===== config.mk =====
export PLATFORM = sky130hd
export DESIGN_NAME = axi_master_arbiter
export DESIGN_NICKNAME = d
export VERILOG_FILES = /design/src/rtl/axi_master_arbiter.sv
export SDC_FILE = /design/constraint.sdc
export NUM_CORES = 1
export LEC_CHECK = 0
export CELL_PAD_IN_SITES_DETAIL_PLACEMENT = 0
export CELL_PAD_IN_SITES_GLOBAL_PLACEMENT = 1
export CORE_AREA = 2 2 287 289
export CTS_CLUSTER_DIAMETER = 30
export DETAILED_ROUTE_END_ITERATION = 6
export DIE_AREA = 0 0 289 291
export PLACE_DENSITY_LB_ADDON = 0.1
export SYNTH_ARGS = -nofsm -noshare
export SYNTH_HDL_FRONTEND = slang
export SYNTH_SLANG_ARGS = --single-unit
export TNS_END_PERCENT = 1

===== constraint.sdc =====
create_clock -name clk -period 1.86 [get_ports clk]
set_input_delay 0.372 -clock clk [delete_from_list [all_inputs] [get_ports clk]]
set_output_delay 0.372 -clock clk [all_outputs]
set_load 0.05 [all_outputs]

===== src/rtl/axi_master_arbiter.sv =====
// axi_master_arbiter: funnels NM upstream AXI3 masters onto a single downstream
// master port. Read and write paths arbitrate independently, one transaction each.
// Master index: 2 = icache, 1 = dcache, 0 = uncache.
// Build option: define AXI_ARB_ROUND_ROBIN_EN for per-path round-robin arbitration;
// otherwise fixed priority dcache > icache > uncache. NM must be at least 3.
module axi_master_arbiter #(
    parameter int unsigned NM  = 3,
    parameter int unsigned IDW = 4
) (
    input  logic              clk,
    input  logic              resetn,
    // upstream read address / data
    input  logic [NM*IDW-1:0] s_arid,
    input  logic [NM*32-1:0]  s_araddr,
    input  logic [NM*8-1:0]   s_arlen,
    input  logic [NM*3-1:0]   s_arsize,
    input  logic [NM*2-1:0]   s_arburst,
    input  logic [NM*4-1:0]   s_arcache,
    input  logic [NM*3-1:0]   s_arprot,
    input  logic [NM-1:0]     s_arvalid,
    output logic [NM-1:0]     s_arready,
    output logic [NM-1:0]     s_rvalid,
    input  logic [NM-1:0]     s_rready,
    output logic [31:0]       s_rdata,
    output logic [IDW-1:0]    s_rid,
    output logic [1:0]        s_rresp,
    output logic              s_rlast,
    // upstream write address / data / response
    input  logic [NM*IDW-1:0] s_awid,
    input  logic [NM*32-1:0]  s_awaddr,
    input  logic [NM*8-1:0]   s_awlen,
    input  logic [NM*3-1:0]   s_awsize,
    input  logic [NM*2-1:0]   s_awburst,
    input  logic [NM*4-1:0]   s_awcache,
    input  logic [NM*3-1:0]   s_awprot,
    input  logic [NM-1:0]     s_awvalid,
    output logic [NM-1:0]     s_awready,
    input  logic [NM*32-1:0]  s_wdata,
    input  logic [NM*4-1:0]   s_wstrb,
    input  logic [NM-1:0]     s_wlast,
    input  logic [NM-1:0]     s_wvalid,
    output logic [NM-1:0]     s_wready,
    output logic [NM-1:0]     s_bvalid,
    input  logic [NM-1:0]     s_bready,
    output logic [IDW-1:0]    s_bid,
    output logic [1:0]        s_bresp,
    // downstream AXI3 master port
    output logic [IDW-1:0]    m_arid,
    output logic [31:0]       m_araddr,
    output logic [7:0]        m_arlen,
    output logic [2:0]        m_arsize,
    output logic [1:0]        m_arburst,
    output logic [1:0]        m_arlock,
    output logic [3:0]        m_arcache,
    output logic [2:0]        m_arprot,
    output logic              m_arvalid,
    input  logic              m_arready,
    input  logic [IDW-1:0]    m_rid,
    input  logic [31:0]       m_rdata,
    input  logic [1:0]        m_rresp,
    input  logic              m_rlast,
    input  logic              m_rvalid,
    output logic              m_rready,
    output logic [IDW-1:0]    m_awid,
    output logic [31:0]       m_awaddr,
    output logic [7:0]        m_awlen,
    output logic [2:0]        m_awsize,
    output logic [1:0]        m_awburst,
    output logic [1:0]        m_awlock,
    output logic [3:0]        m_awcache,
    output logic [2:0]        m_awprot,
    output logic              m_awvalid,
    input  logic              m_awready,
    output logic [IDW-1:0]    m_wid,
    output logic [31:0]       m_wdata,
    output logic [3:0]        m_wstrb,
    output logic              m_wlast,
    output logic              m_wvalid,
    input  logic              m_wready,
    input  logic [IDW-1:0]    m_bid,
    input  logic [1:0]        m_bresp,
    input  logic              m_bvalid,
    output logic              m_bready
);

    typedef enum logic [1:0] {R_IDLE, R_ADDR, R_DATA} r_state_e;
    typedef enum logic [1:0] {W_IDLE, W_ADDR, W_DATA, W_RESP} w_state_e;

    r_state_e          r_state;
    w_state_e          w_state;
    logic [NM-1:0]     rgrant, wgrant;
    logic [NM-1:0]     r_pick, w_pick;
    logic [IDW-1:0]    w_pick_id;
    logic [IDW-1:0]    wid_reg;

`ifdef AXI_ARB_ROUND_ROBIN_EN
    localparam int unsigned PW = (NM > 1) ? $clog2(NM) : 1;
    logic [PW-1:0] r_ptr, w_ptr;

    // First requester at or above the pointer wins, else wrap to the lowest index.
    function automatic logic [NM-1:0] arb(input logic [NM-1:0] req, input logic [PW-1:0] ptr);
        logic [NM-1:0] g;
        g = '0;
        for (int i = 0; i < NM; i++)
            if (g == '0 && req[i] && i >= int'(ptr)) g[i] = 1'b1;
        for (int i = 0; i < NM; i++)
            if (g == '0 && req[i]) g[i] = 1'b1;
        return g;
    endfunction

    function automatic logic [PW-1:0] next_ptr(input logic [NM-1:0] g);
        logic [PW-1:0] p;
        p = '0;
        for (int i = 0; i < NM; i++)
            if (g[i]) p = (i == int'(NM) - 1) ? '0 : PW'(i + 1);
        return p;
    endfunction

    assign r_pick = arb(s_arvalid, r_ptr);
    assign w_pick = arb(s_awvalid, w_ptr);
`else
    // dcache first (lowest miss latency matters most), then icache, then uncache.
    function automatic logic [NM-1:0] arb(input logic [NM-1:0] req);
        logic [NM-1:0] g;
        g = '0;
        if (req[1])      g[1] = 1'b1;
        else if (req[2]) g[2] = 1'b1;
        else if (req[0]) g[0] = 1'b1;
        else
            for (int i = 3; i < NM; i++)
                if (g == '0 && req[i]) g[i] = 1'b1;
        return g;
    endfunction

    assign r_pick = arb(s_arvalid);
    assign w_pick = arb(s_awvalid);
`endif

    // ID of the write winner, captured at grant so m_wid needs no live awid.
    always_comb begin
        w_pick_id = '0;
        for (int i = 0; i < NM; i++)
            if (w_pick[i]) w_pick_id = s_awid[i*IDW +: IDW];
    end

    // Read path FSM: grant only changes in R_IDLE.
    always_ff @(posedge clk or negedge resetn) begin
        if (!resetn) begin
            r_state <= R_IDLE;
            rgrant  <= '0;
`ifdef AXI_ARB_ROUND_ROBIN_EN
            r_ptr   <= '0;
`endif
        end else begin
            case (r_state)
                R_IDLE: if (|s_arvalid) begin
                    rgrant  <= r_pick;
`ifdef AXI_ARB_ROUND_ROBIN_EN
                    r_ptr   <= next_ptr(r_pick);
`endif
                    r_state <= R_ADDR;
                end
                R_ADDR: if (m_arready) r_state <= R_DATA;
                R_DATA: if (m_rvalid && m_rready && m_rlast) r_state <= R_IDLE;
                default: r_state <= R_IDLE;
            endcase
        end
    end

    // Write path FSM: grant and write ID only change in W_IDLE.
    always_ff @(posedge clk or negedge resetn) begin
        if (!resetn) begin
            w_state <= W_IDLE;
            wgrant  <= '0;
            wid_reg <= '0;
`ifdef AXI_ARB_ROUND_ROBIN_EN
            w_ptr   <= '0;
`endif
        end else begin
            case (w_state)
                W_IDLE: if (|s_awvalid) begin
                    wgrant  <= w_pick;
                    wid_reg <= w_pick_id;
`ifdef AXI_ARB_ROUND_ROBIN_EN
                    w_ptr   <= next_ptr(w_pick);
`endif
                    w_state <= W_ADDR;
                end
                W_ADDR: if (m_awready) w_state <= W_DATA;
                W_DATA: if (m_wvalid && m_wready && m_wlast) w_state <= W_RESP;
                W_RESP: if (m_bvalid && m_bready) w_state <= W_IDLE;
                default: w_state <= W_IDLE;
            endcase
        end
    end

    // Read channel steering: fields muxed by grant, handshakes gated by state.
    always_comb begin
        m_arid = '0; m_araddr = '0; m_arlen = '0; m_arsize = '0;
        m_arburst = '0; m_arcache = '0; m_arprot = '0;
        for (int i = 0; i < NM; i++)
            if (rgrant[i]) begin
                m_arid    = s_arid[i*IDW +: IDW];
                m_araddr  = s_araddr[i*32 +: 32];
                m_arlen   = s_arlen[i*8 +: 8];
                m_arsize  = s_arsize[i*3 +: 3];
                m_arburst = s_arburst[i*2 +: 2];
                m_arcache = s_arcache[i*4 +: 4];
                m_arprot  = s_arprot[i*3 +: 3];
            end
        m_arvalid = (r_state == R_ADDR);
        s_arready = (r_state == R_ADDR && m_arready) ? rgrant : '0;
        s_rvalid  = (r_state == R_DATA && m_rvalid) ? rgrant : '0;
        m_rready  = (r_state == R_DATA) && |(s_rready & rgrant);
    end

    // Write channel steering: AW and W fields muxed by grant, B handshake gated.
    always_comb begin
        m_awid = '0; m_awaddr = '0; m_awlen = '0; m_awsize = '0;
        m_awburst = '0; m_awcache = '0; m_awprot = '0;
        m_wdata = '0; m_wstrb = '0; m_wlast = 1'b0;
        for (int i = 0; i < NM; i++)
            if (wgrant[i]) begin
                m_awid    = s_awid[i*IDW +: IDW];
                m_awaddr  = s_awaddr[i*32 +: 32];
                m_awlen   = s_awlen[i*8 +: 8];
                m_awsize  = s_awsize[i*3 +: 3];
                m_awburst = s_awburst[i*2 +: 2];
                m_awcache = s_awcache[i*4 +: 4];
                m_awprot  = s_awprot[i*3 +: 3];
                m_wdata   = s_wdata[i*32 +: 32];
                m_wstrb   = s_wstrb[i*4 +: 4];
                m_wlast   = s_wlast[i];
            end
        m_awvalid = (w_state == W_ADDR);
        s_awready = (w_state == W_ADDR && m_awready) ? wgrant : '0;
        m_wvalid  = (w_state == W_DATA) && |(s_wvalid & wgrant);
        s_wready  = (w_state == W_DATA && m_wready) ? wgrant : '0;
        s_bvalid  = (w_state == W_RESP && m_bvalid) ? wgrant : '0;
        m_bready  = (w_state == W_RESP) && |(s_bready & wgrant);
    end

    assign m_wid    = wid_reg;
    assign m_arlock = 2'b00;
    assign m_awlock = 2'b00;
    assign s_rdata  = m_rdata;
    assign s_rid    = m_rid;
    assign s_rresp  = m_rresp;
    assign s_rlast  = m_rlast;
    assign s_bid    = m_bid;
    assign s_bresp  = m_bresp;

endmodule


# [Word level (Yosys, flattened, before mapping)]
# Index checks and enable logic that the tools add are counted.
[word_totals] input_bits=514 elab_cells=124 memories=0 mem_bits_ro=0 regBits=14 out_inout_bits=222 ram_bits=0 latchBits=0
[classes] eq_ne=12 multipliers=0 n_addsub=0 div_mod_pow=0 muxes=80 n_reduce_logical=24 n_shift=0 order_cmp=0 bitwise_logic=3
[ops] cell="32-bit 2-to-1 mux" count=9
[ops] cell="4-bit 2-to-1 mux" count=18
[ops] cell="3-bit 2-to-1 mux" count=17
[ops] cell="8-bit 2-to-1 mux" count=6
[ops] cell="2-bit 2-to-1 mux" count=13
[ops] cell="1-bit 2-to-1 mux" count=15
[ops] cell="3-bit OR reduction" count=5
[ops] cell="1-bit logical AND" count=13
[ops] cell="2-bit inequality test, second input constant" count=5
[ops] cell="3-bit AND" count=3
[ops] cell="2-bit one-hot mux with 4 select lines" count=1
[ops] cell="2-bit equality test, second input constant" count=3
[ops] cell="2-bit one-hot mux with 3 select lines" count=1
[ops] cell="2-bit by 1-bit equality test with 1-bit output, second input constant" count=2
[ops] cell="2-bit logical NOT" count=2
[ops] cell="2-bit by 1-bit inequality test with 1-bit output, second input constant" count=2
[ops] cell="2-bit AND reduction" count=2
[ops] cell="4-bit AND reduction" count=1
[ops] cell="3-bit AND reduction" count=1

# [Depth between registers and ports, before layout]
[depth] word_depth=7 mapped_depth=7 mapped_depth_nobuf=5

# [Least setup slack after synthesis]
# OpenSTA, ideal clock, no wires.
[synth_path] kind="reg-to-output" start="register rgrant[1]" end="output m_araddr[0]" path_stages_with_launch=7 required_ps=1488 arrival_time_ps=2129 path_slack_ps=-641 path_buffers=3 path_cell_list="dfrtp_1 > clkbuf_1 > nor2b_1 > buf_2 > buf_2 > a22oi_1 > o21ai_0"
[synth_via] elab_chain_cells=2
[synth_rtl] item="start, declared" line="91" source="logic [NM-1:0] rgrant, wgrant;"
[synth_rtl] item="start signal, assigned" line="157" source="rgrant <= r_pick;"
[synth_rtl] item="32-bit 2-to-1 mux (2 in series)" line="202" source="if (rgrant[i]) begin"
[synth_rtl] item="end, declared" line="49" source="output logic [31:0] m_araddr,"
# Every way passes these cells.

# [Worst setup path after layout]
[layout_path] start="register wgrant[1]" end="output m_wdata[27]"
[layout_via] elab_chain_cells=2
[layout_rtl] item="start, declared" line="91"
[layout_rtl] item="start signal, assigned" line="182" source="wgrant <= w_pick;"
[layout_rtl] item="32-bit 2-to-1 mux (2 in series)" line="223" source="if (wgrant[i]) begin"
[layout_rtl] item="end, declared" line="75" source="output logic [31:0] m_wdata,"
# Every way passes these cells.

==> flow_metrics.py <==
metrics = {
    "final_layout": {
        "seqCellArea_um2": 367,
        "utilization_pct": 18.2,
        "nets": 1835,
        "drive_gt1_share_pct": 34.1,
        "multi_input_area_um2": 3680,
        "fill_cells": 9130,
        "area_delta_synth_final_pct": 260,
    },
    "outcome": {
        "failed_checks": "setup timing",
        "status": "finished with violations",
    },
    "die": {
        "io_pins": 736,
        "coreArea_um2": 81200,
        "start_util_pct": 5.05,
        "dieArea_um2": 84100,
        "die_width_um": 289,
        "num_rows": 105,
        "fp.dieH_um": 291,
    },
    "global_routing": {
        "grt_usage_pct": 10.9,
        "grt_max_degree": 53,
        "antenna_found_initial": 5,
        "grt_overflow_total": 0,
        "grt_pass1_vias": 7985,
        "grt_pass1_wl_um": 65000,
    },
    "clock_network": {
        "cts_tree": "yes",
        "numCtsBuffers": 3,
        "cts.path.max_buffers": 2,
        "path_clk_slew_ns": 0.06,
        "clkLatencyLatePin_ns": 0.26,
        "clock-sinks": 14,
        "root_buffer": "clkbuf_16",
        "htree_levels": 1,
    },
    "critical_path": {
        "regToRegEndpoint": "w_state[0]$_DFFE_PN0P_",
        "worst_path_most_repeated_cell": "buf_12",
        "required_ns": 1.49,
        "cpLargestDelayFamily": "buffers and inverters",
        "reg2regPathDepth": 8,
        "crit_fanout": 7,
        "timing.rr.start": "wgrant[1]$_DFFE_PN0P_",
        "path_cells": "nor2b_4 -> buf_12 -> buf_8 -> a22oi_2 -> o21ai_2 -> buf_4 -> buf_12",
        "crit_path_max_incr_delay_ns": 0.51,
        "critPathSlowestCell": "dfrtp_4",
        "crit_start": "wgrant[1]$_DFFE_PN0P_",
        "worst_setup_path_start_kind": "flip-flop",
        "rrSetupSlack_ns": 0,
        "worst-setup-path-type": "reg2out",
        "endpoint_kind": "output port",
        "crit_buf_inv": 4,
        "arrival_ns": 1.83,
    },
    "power_and_ir_drop": {
        "vdd_drop_max_v": 0.000566,
        "p_per_area_nw_per_um2": 1820,
        "report.power.total_mw": 26.9,
        "p_leak_nw": 5.46,
    },
    "place": {
        "placement.io_buffers": 643,
        "hpwl_um": 42600,
        "gp_congestion": 0.787,
    },
    "timing": {
        "rsz0062_at_grt": "yes",
        "finalCritPeriodShare_pct": 118,
        "clock_skew_ns": 0.00286,
        "finalSetupViolCount": 150,
        "setup-tns-final_ns": -26.38,
        "finalHoldViolations": 0,
        "clock.fmax_ghz": 0.455,
        "finalWorstSetupSlack_ns": -0.340,
        "finalCriticalPeriod_ns": 2.20,
        "drv_slew": 0,
    },
    "synthesis": {
        "synth_edf_count": 0,
        "ys_seq_elements": 14,
        "ys_seq_area_share_pct": 8.54,
        "yosysTopAreaCell": "a22oi_1",
        "syn_avg_cell_area_um2": 5.96,
        "synthFlopType": "dfrtp_1",
        "yosys_warnings": 0,
        "async_flop_share_pct": 100,
        "synth_cell_type_count": 37,
        "synth_area_um2": 4100,
        "synth_top_area_share_pct": 26.7,
        "netlist_instances": 688,
        "synth_area_leaders": "a22oi_1 27%, o21ai_0 19%, nand2_1 15%, buf_4 9.2%, dfrtp_1 8.5%",
    },
    "worst_hold_path": {
        "hp-class": "in2async",
    },
    "detailed_routing": {
        "drc": 0,
        "wirelength_um": 48900,
        "wl_per_cell_um": 20.5,
        "ant_nets": 0,
        "drt_iter0_drc": 255,
        "first_pass_iters": 6,
        "vias": 7797,
        "viasPerCell": 3.27,
    },
    "job": {
        "maxCapViolCount": 0,
    },
}
registers in the layout, indices dropped and copies added, names as in the netlist:
signal	cells
wgrant	3
m_wid	4
w_state	2
r_state	2
rgrant	3
kinds of logic after synthesis:
group           Yosys count  share of synthesized area, %
flops                    14                          8.54
other cells               1                        0.0914
simple gates            205                          21.2
buf+inv                 128                          17.2
fa+ha+maj                 5                          1.53
compound gates          335                          51.4
stage by stage:
stage | hold WS, ns | area [um2] | setup WS (ns) | std cells
floorplan | 0.0764 | 4120 | -0.264 | 691
global placement | 0.480 | 13800 | -0.257 | 2370
detailed placement | 0.484 | 13800 | -0.289 | 2370
CTS | 0.456 | 14000 | -0.412 | 2380
global route | 0.493 | 14800 | -0.420 | 2386
finish | 0.456 | 14800 | -0.340 | 2387
layout by cell type (no fill, tap or decap), types with 2 or more instances in the layout:
cell	n
nor2_1	6
buf_12	190
a22o_1	2
o21a_1	3
nor2b_2	3
nor2b_4	2
and3_2	3
o21ai_1	9
nor4_1	2
inv_2	2
nand3b_1	5
a22oi_1	137
clkbuf_16	6
o21ai_0	9
nand2b_1	2
nand2_1	164
o21ai_2	137
inv_1	4
ha_1	3
dfrtp_4	3
o21ai_4	2
clkdlybuf4s50_1	469
buf_6	14
a22oi_2	9
dfrtp_1	7
and3_1	11
dfrtp_2	4
a21oi_1	15
buf_4	64
a222oi_1	3
diode_2	2
conb_1	4
worst register-to-register path, delay by kind of cell, from the launching register on:
kind | cells | cell delay, ns
compound gates | 3 | 0.67
buf+inv | 4 | 0.55
simple gates | 1 | 0.04
flops | 1 | 0.51
synthesized netlist by cell type (2+ instances only):
cell type	n
nor4_1	2
a222oi_1	3
ha_1	5
and3_2	3
o21ai_0	157
clkbuf_1	44
nor2b_1	6
a22o_1	2
buf_4	50
and3_1	12
nor2_1	6
a22oi_1	146
buf_1	2
dfrtp_1	14
buf_2	25
inv_1	6
nand2b_1	2
nand2_1	164
a21oi_1	15
o21a_1	3
nand3b_1	5
layout make-up:
| type | count | share of cell area [%] |
|---|---|---|
| flip-flops and latches | 14 | 2.48 |
| clock buffers | 4 | 0.602 |
| repair buffers | 742 | 62.7 |
| diodes | 2 | 0.0339 |
| multi-input cells | 549 | 25.0 |
| well taps | 1070 | 9.07 |
| inverters | 6 | 0.153 |
worst max path at each step:
stage / to / cells past startpoint / slack, ns
finish: m_wdata[27] / 7 / -0.34
CTS: m_wdata[27] / 7 / -0.41
global route: m_awaddr[24] / 7 / -0.42
global placement: m_bready / 5 / -0.26
floorplan: m_araddr[0] / 6 / -0.26
detailed placement: m_bready / 5 / -0.29
power breakdown:
part | switching (mW) | internal [mW]
combinational | 14.0 | 11.6
clock | 0.170 | 0.329
sequential | 0.300 | 0.481
total | 14.5 | 12.4
timing repair:
item                       in CTS  in global routing
pin swaps                       2                  8
setup buffers                   5                  4
hold buffers                    0                  0
setup endpoints to repair     162                167
cloned                          1                  2
resized for setup              12                174
metal layers:
metal / track usage [%] / wire [um] / vias to the layer above
met4: 0.629 / 336 / 4
met3: 3.39 / 3950 / 32
li1: - / - / 3763
met1: 10.8 / 16700 / 3687
met5: 0 / 27 / -
met2: 22.4 / 28000 / 311
Note: power is estimated with default switching activity, not from simulation.
